===== src/rtl/aes_pkg.sv =====
// ============================================================================
// Module  : aes_pkg
// Brief   : Shared types and sizes for the AES-256 encryption datapath.
// Revision: 1.0 - initial release
// ============================================================================
`default_nettype none

package aes_pkg;

    localparam int N  = 16;
    localparam int NR = 14;

    typedef logic [N-1:0][7:0] state_t;
    typedef logic [3:0]        rnd_t;
    typedef enum logic [0:0] {IDLE = 1'b0, RUN = 1'b1} ark_st_t;

    localparam rnd_t C_RND_LAST = rnd_t'(NR);

endpackage

`default_nettype wire


===== src/rtl/mod_enc_addroundkey_rkfile.sv =====
// ============================================================================
// Module  : mod_enc_rkFile
// Brief   : 15-entry round-key file, one synchronous write, one async read.
// Revision: 1.0 - initial release
// ============================================================================
`default_nettype none

module mod_enc_rkFile
    import aes_pkg::*;
(
    input  logic                clk_i,
    input  logic                rst_ni,
    input  logic                wr_i,
    input  logic                lock_i,
    input  logic [3:0]          wr_idx_i,
    input  logic [N-1:0][7:0]   wr_key_i,
    input  logic [3:0]          rd_idx_i,
    output logic [N-1:0][7:0]   rd_key_o,
    output logic                wr_err_o
);

    state_t rk_q [NR+1];
    logic   wr_ok;
    logic   err_q;
    logic   err_d;

    assign wr_ok = wr_i && !lock_i && (wr_idx_i <= C_RND_LAST);
    assign err_d = wr_i && !wr_ok;

    // Key storage deliberately has no reset so keys survive a block abort.
    always_ff @(posedge clk_i) begin
        if (wr_ok) begin
            rk_q[wr_idx_i] <= wr_key_i;
        end
    end

    always_ff @(posedge clk_i or negedge rst_ni) begin
        if (!rst_ni) begin
            err_q <= 1'b0;
        end else begin
            err_q <= err_d;
        end
    end

    assign rd_key_o = (rd_idx_i <= C_RND_LAST) ? rk_q[rd_idx_i] : '0;
    assign wr_err_o = err_q;

endmodule

`default_nettype wire


===== src/rtl/mod_enc_addroundkey.sv =====
// ============================================================================
// Module  : mod_enc_addroundkey
// Brief   : AES-256 AddRoundKey stage with round-key file and round sequencer.
// Revision: 1.0 - initial release
// ============================================================================
`default_nettype none

module mod_enc_addroundkey
    import aes_pkg::*;
(
    input  logic                clk_i,
    input  logic                rst_ni,
    input  logic                key_wr_i,
    input  logic [3:0]          key_idx_i,
    input  logic [N-1:0][7:0]   key_i,
    input  logic                start_i,
    input  logic                enable_i,
    input  logic [N-1:0][7:0]   state_i,
    output logic [N-1:0][7:0]   state_o,
    output logic                done_o,
    output logic [3:0]          round_o,
    output logic                last_o,
    output logic                busy_o,
    output logic                key_err_o
);

    localparam logic [0:0] S_IDLE = IDLE;
    localparam logic [0:0] S_RUN  = RUN;

    logic [0:0] fsm_q,   fsm_d;
    rnd_t       round_q, round_d;
    state_t     state_q, state_d;
    logic       done_q,  done_d;
    logic       last_q,  last_d;
    rnd_t       cur_round;
    state_t     rd_key;

    mod_enc_rkFile u_rkfile (
        .clk_i    (clk_i),
        .rst_ni   (rst_ni),
        .wr_i     (key_wr_i),
        .lock_i   (fsm_q == S_RUN),
        .wr_idx_i (key_idx_i),
        .wr_key_i (key_i),
        .rd_idx_i (cur_round),
        .rd_key_o (rd_key),
        .wr_err_o (key_err_o)
    );

    // A start in the same cycle as an enable clears the counter before use.
    assign cur_round = start_i ? rnd_t'(0) : round_q;

    always_comb begin
        fsm_d   = fsm_q;
        round_d = round_q;
        state_d = state_q;
        done_d  = 1'b0;
        last_d  = 1'b0;
        if (start_i) begin
            fsm_d   = S_RUN;
            round_d = '0;
        end
        if (enable_i && (start_i || (fsm_q == S_RUN))) begin
            state_d = state_i ^ rd_key;
            done_d  = 1'b1;
            if (cur_round == C_RND_LAST) begin
                last_d  = 1'b1;
                round_d = '0;
                fsm_d   = S_IDLE;
            end else begin
                round_d = cur_round + 1'b1;
                fsm_d   = S_RUN;
            end
        end
    end

    always_ff @(posedge clk_i or negedge rst_ni) begin
        if (!rst_ni) begin
            fsm_q   <= S_IDLE;
            round_q <= '0;
            state_q <= '0;
            done_q  <= 1'b0;
            last_q  <= 1'b0;
        end else begin
            fsm_q   <= fsm_d;
            round_q <= round_d;
            state_q <= state_d;
            done_q  <= done_d;
            last_q  <= last_d;
        end
    end

    assign state_o = state_q;
    assign done_o  = done_q;
    assign round_o = round_q;
    assign last_o  = last_q;
    assign busy_o  = (fsm_q == S_RUN);

endmodule

`default_nettype wire


===== config.mk =====
export PLATFORM = sky130hd
export DESIGN_NAME = mod_enc_addroundkey
export DESIGN_NICKNAME = d
export VERILOG_FILES = /design/src/rtl/aes_pkg.sv /design/src/rtl/mod_enc_addroundkey_rkfile.sv /design/src/rtl/mod_enc_addroundkey.sv
export SDC_FILE = /design/constraint.sdc
export NUM_CORES = 2
export LEC_CHECK = 0
export BUFFER_PORTS_ARGS = -buffer_cell sky130_fd_sc_hd__buf_4
export CAP_MARGIN = 20
export CORE_MARGIN = 2
export CORE_UTILIZATION = 60
export DETAILED_ROUTE_END_ITERATION = 7
export PLACE_DENSITY = 0.78
export SYNTH_ARGS = -nofsm -noshare
export SYNTH_HDL_FRONTEND = slang
export SYNTH_SLANG_ARGS = --single-unit

===== constraint.sdc =====
create_clock -name clk_i -period 24.2 [get_ports clk_i]
set_clock_uncertainty 0.15 [all_clocks]
set_input_delay 3.63 -clock clk_i [delete_from_list [all_inputs] [get_ports clk_i]]
set_output_delay 3.63 -clock clk_i [all_outputs]
set_load 0.005 [all_outputs]

==> flow_summary.toml <==
[detailed_routing]
wire_per_inst_microns = 29.9
first_pass_iters = 8
dr.first_iter.drc_count = 6940
vias_per_cell = 6.85
ant_nets = 0
drt-total-wl_microns = 219000
vias = 50200
drc = 0

[job]
maxCapViolations = 0

[timing]
finalSetupTns_ns = 0
hold_viol = 0
rsz0062_at_grt = "false"
slew_viol_final = 0
worst_slew_pin_slew_ns = 1.18
fin_crit_ns = 6.98
worst_slack_ns = 17.22
holdWs_ns = 0.336
slew_headroom_pct = 21.1
min_period_over_period_pct = 28.8
fmax_ghz = 0.143
setup_violations = 0

[synthesis]
ys_top_cells_by_area = "edfxtp_1 70%, dfrtp_1 4.1%, mux2_2 3.0%"
synth.top_cell.area_share_pct = 70.0
synthArstFlopShare_pct = 6.61
ys_types = 49
syn-cell-area_sq_mm = 0.0824
synth_flop_cell = "edfxtp_1"
synth_top_cell_by_area = "edfxtp_1"
synth_seq_area_share_pct = 74.1
avgSynthCellArea_sq_um = 16.2
ys_ff_latch = 2056
synth_edf_count = 1920
syn_inst = 5083
syn_nets = 5348
yosysWarnings = 0

[power_and_ir_drop]
leakage_nw = 31.1
switching_share_pct = 22.3
p_sw_mw = 1.69
ir_worst_vdd_uv = 56.1
p_int_mw = 5.90
finalPower_mw = 7.59
power_frac_comb_pct = 7.6
clkPwrFrac_pct = 40.2
power_frac_seq_pct = 52.1
powerDensity_mw_per_mm2 = 81.4

[critical_path]
worst-path-stages = 10
end_kind = "flop"
arrival_ns = 7.55
critPathKind = "input port to flop"
critPathRequiredTime_ns = 24.77
path_common_cell = "buf_4"
startpoint_type = "input port"
crit_buf_inv = 4
slowest_delay_ns = 1.01
crit_chain = "buf_6 -> buf_4 -> nor2b_4 -> buf_4 -> buf_4 -> o21ai_0 -> a221o_1 -> a31oi_1 -> xor2_1 -> mux2_2"
cp_max_fo = 66
slowest_stage = "buf_4"
reg2reg_depth = 11
critPathTopFamily = "buffers and inverters"

[place]
placed_cells = 6950
portBuffers = 400
dp_hpwl_microns = 112000
place.gp.congestion = 0.797
post_dp_cell_area_sq_mm = 0.0868
dp_slack_ns = 16.49

[finish]
layout_commonest_cell = "edfxtp_1"
design_area_sq_mm = 0.0933
syn2layout_area_growth_pct = 13.2
fillers = 8698
register_area_sq_mm = 0.0611
multi_input_area_sq_mm = 0.0196
layout-drive-gt1-share_pct = 19.7
final_core_util_pct = 68.7
finalNetCount = 5635
mostFrequentLayoutCells = "1,920 x edfxtp_1, 482 x buf_4, 255 x nor3b_1"
post_layout_nonfiller_instances = 7328

[clock_tree]
ctsHoldBuffers = 0
cts_tree = "done"
clk_pin_slew_ns = 0.06
root_buffer = "clkbuf_16"
cts_num_sinks = 2056
postCtsSetupBuffers = 0
ctsHtreeMaxLevel = 4
clk_latency_ns = 0.84
numCtsBuffers = 197
cts_resized = 0
clk_path_buf_depth = 3

[die]
placementRows = 135
initial_core_util_pct = 60.7
dieWidth_microns = 375
chipHeight_microns = 375
pin_count = 401
dieArea_sq_mm = 0.140
core_sq_mm = 0.136

[min_path]
hold_depth = 2
hold_class = "flop to flop"

[global_route]
grt_pass1_wl_microns = 319000
first_global_vias = 49600
grt-ovfl-total = 0
antenna_found_initial = 20
grt_max_degree = 186
grt_usage_pct = 30.7

[run_status]
status = "completed"
[layout make-up]
class                           instances  area share, %
Multi-Input combinational cell       2615           21.1
Clock inverter                         97           1.02
Sequential cell                      2056           65.5
Clock buffer                          270           5.87
Inverter                                5         0.0308
Timing Repair Buffer                  495           4.15
Antenna cell                            9         0.0241
Tap cell                             1781           2.39
[flip-flops by register name, summed over array words and instances, names as in the netlist]
| signal | count |
|---|---|
| u_rkfile.rk_q | 1920 |
| state_o | 128 |
| round_o | 4 |
| busy_o | 1 |
| done_o | 1 |
| last_o | 1 |
| u_rkfile.wr_err_o | 1 |
[worst min-delay path: stages (launching register included)]
cell and delay [ns]:
dfrtp_1 0.34, nand2_1 0.05, o21ai_1 0.06
[power by group through the flow]
stage	Clock (mW)	Sequential, mW	Combinational, mW
floorplan	0	4.02	0.330
global placement	0	4.03	0.559
detailed placement	0	4.03	0.575
CTS	3.07	3.96	0.578
global route	3.21	3.96	0.618
finish	3.06	3.96	0.581
[Yosys cell counts (127+ instances only)]
| cell | instances |
|---|---|
| o21ai_0 | 222 |
| a221o_1 | 208 |
| nor3b_1 | 255 |
| nor2_1 | 228 |
| a31oi_1 | 128 |
| nor3_1 | 132 |
| edfxtp_1 | 1920 |
| a211o_1 | 127 |
| mux2i_1 | 165 |
| dfrtp_1 | 136 |
| clkbuf_1 | 219 |
| nand2_1 | 219 |
| buf_2 | 137 |
| a221oi_1 | 127 |
| mux2_2 | 219 |
[worst paths after layout]
path,startpoint,endpoint,slack (ns)
worst max-delay path,start_i,state_o[114],17.22
worst min-delay path,state_o[46],state_o[46],0.34
worst max register to register,round_o[0],state_o[45],17.55
worst min register to register,state_o[46],state_o[46],0.34
max in group asynchronous,rst_ni,round_o[2],19.80
min in group asynchronous,rst_ni,state_o[102],2.68
[cells by family (layout without fill, tap and decap cells)]
group	count (synthesis)	in the layout	share of synthesized area [%]
xor+xnor	128	128	1.36
compound gates	1119	1119	10.0
mux	430	430	6.26
flops	2056	2056	74.1
buf+inv	412	867	2.27
other cells	0	9	0
simple gates	938	938	5.98
[layer usage]
layer	share of wire (%)	vias to the layer above	track usage [%]	wire length (microns)
li1	-	20900	-	-
met1	37	25500	41.3	82200
met2	48	3208	49.9	106000
met3	11	473	6.64	24000
met4	3.0	24	10.9	6680
met5	0.070	-	0	153
Note: power is estimated with default switching activity, not from simulation.
